--- config.mk ---
export PLATFORM = sky130hd
export DESIGN_NAME = mem_copy_engine
export DESIGN_NICKNAME = d
export VERILOG_FILES = /design/src/rtl/mcu_mem_pkg.sv /design/src/rtl/mem_copy_engine.sv
export SDC_FILE = /design/constraint.sdc
export NUM_CORES = 1
export LEC_CHECK = 0
export ABC_CLOCK_PERIOD_IN_PS = 5500
export BUFFER_PORTS_ARGS = -buffer_cell sky130_fd_sc_hd__buf_2
export CAP_MARGIN = 20
export CORE_MARGIN = 2
export CORE_UTILIZATION = 50
export DETAILED_ROUTE_END_ITERATION = 10
export HOLD_SLACK_MARGIN = 0.08
export PLACE_DENSITY = 0.74
export SETUP_SLACK_MARGIN = 0.2
export SYNTH_ARGS = -nofsm -noshare
export SYNTH_HDL_FRONTEND = slang
export SYNTH_SLANG_ARGS = --single-unit
--- constraint.sdc ---
create_clock -name clk -period 5.5 [get_ports clk]
set_input_delay 1.65 -clock clk [delete_from_list [all_inputs] [get_ports clk]]
set_output_delay 1.65 -clock clk [all_outputs]
set_load 0.005 [all_outputs]
--- src/rtl/mcu_mem_pkg.sv ---
// Shared definitions for the memory_32bit port and its bus masters.
package mcu_mem_pkg;

  localparam int unsigned MEM_DATA_W = 32;
  localparam int unsigned MEM_ADDR_W = 32;

  localparam logic MODE_COPY = 1'b0;
  localparam logic MODE_FILL = 1'b1;

  typedef enum logic [2:0] {
    IDLE,
    RD,
    WAIT,
    WR,
    FILL,
    FIN
  } state_e;

endpackage

--- src/rtl/mem_copy_engine.sv ---
// Bus-master copy/fill engine for the word-addressed memory_32bit port.
// Every output is a register; the next-state logic sets them one cycle ahead.
module mem_copy_engine
  import mcu_mem_pkg::*;
#(
  parameter int unsigned LEN_W  = 16,
  parameter int unsigned RD_LAT = 1
) (
  input  logic                  clk,
  input  logic                  rst,
  input  logic                  start,
  input  logic                  mode,
  input  logic [MEM_ADDR_W-1:0] src_addr,
  input  logic [MEM_ADDR_W-1:0] dst_addr,
  input  logic [LEN_W-1:0]      len,
  input  logic [MEM_DATA_W-1:0] fill_data,
  output logic                  busy,
  output logic                  done,
  output logic [LEN_W-1:0]      words_done,
  output logic [MEM_ADDR_W-1:0] mem_address,
  output logic                  mem_we,
  output logic [MEM_DATA_W-1:0] mem_write_data,
  input  logic [MEM_DATA_W-1:0] mem_read_data
);

  localparam logic [1:0]       LAT_INIT = 2'((RD_LAT > 0) ? (RD_LAT - 1) : 0);
  localparam logic [LEN_W-1:0] ONE_LEN  = LEN_W'(1);

  state_e                state_q, state_d;
  logic [MEM_ADDR_W-1:0] src_q, src_d;
  logic [MEM_ADDR_W-1:0] dst_q, dst_d;
  logic [LEN_W-1:0]      len_q, len_d;
  logic [LEN_W-1:0]      idx_q, idx_d;
  logic [1:0]            lat_q, lat_d;
  logic                  busy_q, busy_d;
  logic                  done_q, done_d;
  logic [LEN_W-1:0]      words_q, words_d;
  logic [MEM_ADDR_W-1:0] addr_q, addr_d;
  logic                  we_q, we_d;
  logic [MEM_DATA_W-1:0] wdata_q, wdata_d;

  logic                  last_word;
  logic                  capture;
  logic [LEN_W-1:0]      idx_nxt;

  assign last_word = (idx_q == (len_q - ONE_LEN));
  assign idx_nxt   = idx_q + ONE_LEN;
  // Read data is valid RD_LAT cycles after the RD cycle: in RD itself for a
  // combinational memory, otherwise in the last WAIT cycle.
  assign capture   = ((state_q == RD) && (RD_LAT == 0)) ||
                     ((state_q == WAIT) && (lat_q == 2'd0));

  always_comb begin
    state_d = state_q;
    src_d   = src_q;
    dst_d   = dst_q;
    len_d   = len_q;
    idx_d   = idx_q;
    lat_d   = lat_q;
    busy_d  = busy_q;
    done_d  = 1'b0;
    words_d = words_q;
    addr_d  = addr_q;
    we_d    = we_q;
    wdata_d = wdata_q;

    unique case (state_q)
      IDLE: begin
        if (start) begin
          src_d   = src_addr;
          dst_d   = dst_addr;
          len_d   = len;
          idx_d   = '0;
          words_d = '0;
          if (len == '0) begin
            state_d = FIN;
            done_d  = 1'b1;
          end else if (mode == MODE_FILL) begin
            state_d = FILL;
            busy_d  = 1'b1;
            addr_d  = dst_addr;
            we_d    = 1'b1;
            wdata_d = fill_data;
          end else begin
            state_d = RD;
            busy_d  = 1'b1;
            addr_d  = src_addr;
            we_d    = 1'b0;
          end
        end
      end
      RD: begin
        if (!capture) begin
          state_d = WAIT;
          lat_d   = LAT_INIT;
        end
      end
      WAIT: begin
        if (!capture) begin
          lat_d = lat_q - 2'd1;
        end
      end
      WR, FILL: begin
        idx_d   = idx_nxt;
        words_d = idx_nxt;
        if (last_word) begin
          state_d = FIN;
          we_d    = 1'b0;
          busy_d  = 1'b0;
          done_d  = 1'b1;
        end else if (state_q == WR) begin
          state_d = RD;
          we_d    = 1'b0;
          addr_d  = src_q + MEM_ADDR_W'(idx_nxt);
        end else begin
          addr_d  = dst_q + MEM_ADDR_W'(idx_nxt);
        end
      end
      FIN: begin
        state_d = IDLE;
      end
      default: begin
        state_d = IDLE;
      end
    endcase

    if (capture) begin
      state_d = WR;
      addr_d  = dst_q + MEM_ADDR_W'(idx_q);
      we_d    = 1'b1;
      wdata_d = mem_read_data;
    end
  end

  always_ff @(posedge clk) begin
    if (rst) begin
      state_q <= IDLE;
      src_q   <= '0;
      dst_q   <= '0;
      len_q   <= '0;
      idx_q   <= '0;
      lat_q   <= '0;
      busy_q  <= 1'b0;
      done_q  <= 1'b0;
      words_q <= '0;
      addr_q  <= '0;
      we_q    <= 1'b0;
      wdata_q <= '0;
    end else begin
      state_q <= state_d;
      src_q   <= src_d;
      dst_q   <= dst_d;
      len_q   <= len_d;
      idx_q   <= idx_d;
      lat_q   <= lat_d;
      busy_q  <= busy_d;
      done_q  <= done_d;
      words_q <= words_d;
      addr_q  <= addr_d;
      we_q    <= we_d;
      wdata_q <= wdata_d;
    end
  end

  assign busy           = busy_q;
  assign done           = done_q;
  assign words_done     = words_q;
  assign mem_address    = addr_q;
  assign mem_we         = we_q;
  assign mem_write_data = wdata_q;

endmodule

# == Yosys cells after proc, flatten, opt, wreduce, memory -nomap -nowiden ==
# Cells that the tools add are included.
# word_totals
reg_bits,168
latchBits,0
ramBits,0
rom_bits,0
output_inout_bits,83
word_cells,96
n_memories,0
# op_classes
addsub,6
n_mul,0
n_div,0
n_lt_le_gt_ge,0
n_eq_ne,17
shifts,0
muxes,39
bitwise_logic,1
reduce_logical,21
# ops
op,count
$mux W32,11
$add A32 B16 Y32,3
$pmux W32 S2,1
$pmux W16 S2,1
$add A16 B1 Y16 const B,1
$eq A16 B16 Y1,1
$logic_not A16 Y1,1
$mux W16,1
$reduce_and A4 Y1,4
$sub A16 B1 Y16 const B,1
$mux W3,5
$ne A2 B2 Y1 const B,7
$mux W1,12
$ne A3 B3 Y1 const B,4
$pmux W3 S4,1
$reduce_bool A2 Y1,5
$reduce_and A3 Y1,3
$eq A3 B2 Y1 const B,2
$mux W2,3
$pmux W1 S2,3
$ne A4 B4 Y1 const B,1
$pmux W2 S2,1
$reduce_and A2 Y1,2
$reduce_or A2 Y1,2
8 further kinds,8

# == Depth between registers and ports, before layout ==
# depth
ltp_word,6
depth_mapped,18
ltp_nobuf,15

# == Least setup slack after synthesis ==
# OpenSTA, ideal clock, no wires.
# synth_path
path_kind,register to register
from,register state_q[0]
to,"register addr_q[20], in the netlist mem_address[20]"
t_arrival_ns,4.252
t_required_ns,5.372
setup_slack_ns,1.120
stages_incl_launch_ff,19
n_path_buf,6
period_less_slack_ns,4.380
path_cell_list,dfxtp_1 clkbuf_1 and3b_1 clkbuf_1 clkbuf_1 clkbuf_1 buf_1 nand2_1 nand2_1 ha_1 clkbuf_1 a211oi_1 o21bai_1 o221a_2 o21ai_0 nor2b_1 xor2_1 a221oi_1 o32ai_1
# synth_between
elab_chain_len,5
word_cells_on_any_way,15
classes_between,eq/ne: 6; mux: 4; reduce/logical: 5
# synth_rtl
item,line,rtl
from (decl),mem_copy_engine.sv:29,"state_e state_q, state_d;"
from (signal assigned),mem_copy_engine.sv:150,state_q <= state_d;
$eq A3 B2 Y1,"mem_copy_engine.sv:67, mem_copy_engine.sv:111",
$mux W32,mem_copy_engine.sv:111,end else if (state_q == WR) begin
$mux W32,mem_copy_engine.sv:106,if (last_word) begin
$pmux W32 S2,mem_copy_engine.sv:67,unique case (state_q)
$mux W32,mem_copy_engine.sv:127,if (capture) begin
to (signal assigned),mem_copy_engine.sv:159,addr_q <= addr_d;
to (decl),mem_copy_engine.sv:38,"logic [MEM_ADDR_W-1:0] addr_q, addr_d;"
# Several ways; a longest one is shown, not always the timed one. The select of a mux whose other input is x is not followed.
# A chain may end at the register's enable or synchronous reset.

==> results.txt <==
I/O pin count -> 231
Share of Yosys cell area claimed by the top area cell type -> 30.4%
Most frequent CP cell -> and3_1
FP Rows -> 54
Wire per inst -> 19.1 um
Post-CTS sizing -> 0
Die Wd -> 153 um
Total CTS buffers -> 17
Setup crit end kind -> flip-flop
# setup viols final -> 0
Syn Nets -> 1687
ANT cells -> 0
Critical-path maximum fanout -> 7
Clock Tree Root -> clkbuf_16
Status -> completed
Peak supply drop -> 270 uV
DRT iter0 DRCs -> 1204
Clk_lat worst skew -> 440 ps
Crit-path slowest cell -> a32oi_1
Total Nets Final -> 1846
Post-CTS Hold Buffers -> 0
Synth area leader -> dfxtp_1
Synth warnings -> 0
Async S/R FF share, synth -> 0%
Most common cell in the netlist -> nand2_1
Post-CTS setup buffer count -> 0
Fmax -> 216 MHz
Min Tclk post-route -> 4620 ps
Total gr overflow -> 0
Die area -> 23300 um^2
Slew @ Worst Pin -> 1010 ps
Maxcap violations -> 0
Reg2reg start -> words_done[1]
R2r setup slk -> 880 ps
Max Transition Viols Final -> 0
Syn Inst Count -> 1502
Largest net degree at the start of global routing -> 82
Clock buffer depth -> 2
Crit Path Class -> reg -> reg
Post-route ant nets -> 0
Commonest cells in the netlist -> nand2_1 (351), dfxtp_1 (168), a21oi_1 (135), nor2_1 (115), clkbuf_1 (92)
Antenna violations before repair -> 0
P per Cell Area -> 420 nW/um^2
Setup TNS -> 0 ps
Pre-antenna DRT Iters -> 6
Layout cells sized above 1 -> 18.3%
Clock slew at reported path FFs -> 80 ps
Seq cells post-synth -> 168
Buffers on Ports -> 230
Top FF cell, synth -> dfxtp_1
Critical Path End -> mem_address[19]
Worst relative slew slack -> 32.7%
Synth Cell Area -> 11100 um^2
Starting Density -> 50.9%
Final hold violations -> 0
Global-route wire length before repair -> 58.4 mm
Family with the most delay on the worst path -> compound AO/OA/AOI/OAI gates
Post-Syn Area per Cell -> 7.37 um^2
Fin crit share -> 84.1%
Area contributors post-synth -> dfxtp_1 (30%), nand2_1 (12%), a21oi_1 (6.1%), xnor2_1 (4.0%), mux2i_1 (4.0%)
Seq/Total Area, Yosys -> 30.4%
# DRC -> 0
Die Y -> 153 um
DRT Wirelength -> 37.3 mm
WP data arrival -> 4970 ps
Core area -> 21800 um^2
R2R Path End -> mem_address[19]
GRT Total Usage -> 30.8%
Worst setup startpoint -> words_done[1]
Clock skew -> 13.3 ps
CTS tree -> done
Cells along the critical path -> ha_1, and3_1, and3_1, and3_1, xor2_1, ha_1, a21oi_1, o21ai_0, a32oi_1, o21ai_0, a2111oi_0, and3_1, a31oi_1, a311oi_1
Area grow syn2layout -> 16.5%
RSZ-0062 raised after global routing -> false
Critical path launch point type -> flip-flop
CP Depth -> 14
Synth unique cells -> 80
Vias in the first global route -> 10800
Vias per cell -> 6.03
Worst Hold Class -> reg -> reg
Leak -> 5.65 nW
Htree depth -> 4
Total power -> 5.41 mW
Reg2Reg Depth -> 14
Via count -> 11800
Crit path largest cell delay -> 610 ps
Fill count -> 2061
Crit path required time -> 5850 ps
Crit path buffers/inverters -> 0
Routability cong. -> 0.986
Post-synth EDFFs -> 0
Clock sink total -> 168
Post-detail-place hpwl -> 26.8 mm
[power breakdown]
| part | leakage [nW] | internal, mW | switching [mW] | total, mW |
|---|---|---|---|---|
| Combinational | 3.99 | 0.872 | 1.41 | 2.28 |
| Sequential | 1.38 | 1.55 | 0.325 | 1.87 |
| Clock | 0.288 | 0.651 | 0.609 | 1.26 |
[placed cells by master (no fill, tap or decap), types with 17 or more instances in the layout]
| cell type | count |
|---|---|
| mux2i_1 | 44 |
| nand2_1 | 350 |
| a21oi_1 | 135 |
| nor2_1 | 114 |
| clkbuf_16 | 17 |
| buf_4 | 17 |
| xnor2_1 | 51 |
| a31oi_1 | 17 |
| and3_1 | 24 |
| inv_1 | 20 |
| o21ai_0 | 56 |
| buf_2 | 229 |
| nor3_1 | 28 |
| ha_1 | 35 |
| dfxtp_1 | 168 |
| xor2_1 | 36 |
| a311oi_1 | 36 |
| nand3_1 | 40 |
[routing by layer]
metal,share of wire [%],track usage (%),vias to the layer above
met5,0,0,-
met4,2.4,10.4,0
met3,7.7,5.92,71
met2,45,48.3,545
met1,45,42.7,5502
li1,-,-,5665
[cell families (layout without fill, tap and decap cells)]
logic type / Yosys count / in the layout / synth area share (%)
AND/OR/NAND/NOR: 648 / 648 / 26.1
AO/OA/AOI/OAI: 388 / 388 / 23.5
flip-flops: 168 / 168 / 30.4
buffers and inverters: 127 / 299 / 4.55
XOR/XNOR: 87 / 87 / 6.89
multiplexers: 47 / 47 / 4.29
adder cells (fa/ha/maj): 37 / 37 / 4.32
[registers in the layout, summed over array words and instances (netlist names)]
register and count:
busy 1, done 1, dst_q 32, lat_q 2
len_q 16, mem_address 32, mem_we 1, mem_write_data 32
src_q 32, state_q 3, words_done 16
[metrics by stage]
step	instance area, um^2	setup WS [ps]	hold slack (ps)	utilization [%]	cells
floorplan	11100	1120	436	-	1502
global placement	12300	1300	446	56.5	1921
detailed placement	12300	1070	449	56.5	1921
CTS	12900	1010	460	59.2	1953
global route	12900	565	478	59.3	1954
finish	12900	877	458	59.3	1954
[area by class of cell]
cell class	instances	area, um^2	share of cell area (%)
Inverter	20	75.1	0.582
Tap cell	280	350	2.72
Sequential cell	168	3360	26.1
Clock inverter	15	175	1.36
Timing Repair Buffer	247	1280	9.94
Multi-Input combinational cell	1207	7220	56.0
Clock buffer	17	425	3.30
[how the worst min path moves through the flow]
stage / endpoint / cells past startpoint / from
after global placement: src_q[3] / 2 / src_q[3]
after floorplan: src_q[30] / 2 / src_q[30]
final: src_q[9] / 2 / src_q[9]
after global routing: src_q[13] / 2 / src_q[13]
after detailed placement: src_q[9] / 2 / src_q[9]
after CTS: src_q[9] / 2 / src_q[9]
[worst register-to-register path: cells and delay by family, from the launching register on]
kind                     cells  cell delay [ps]
adder cells (fa/ha/maj)      2              620
XOR/XNOR                     1              270
flip-flops                   1              470
AND/OR/NAND/NOR              4             1080
AO/OA/AOI/OAI                7             2090
(Power assumes the default switching activity.)
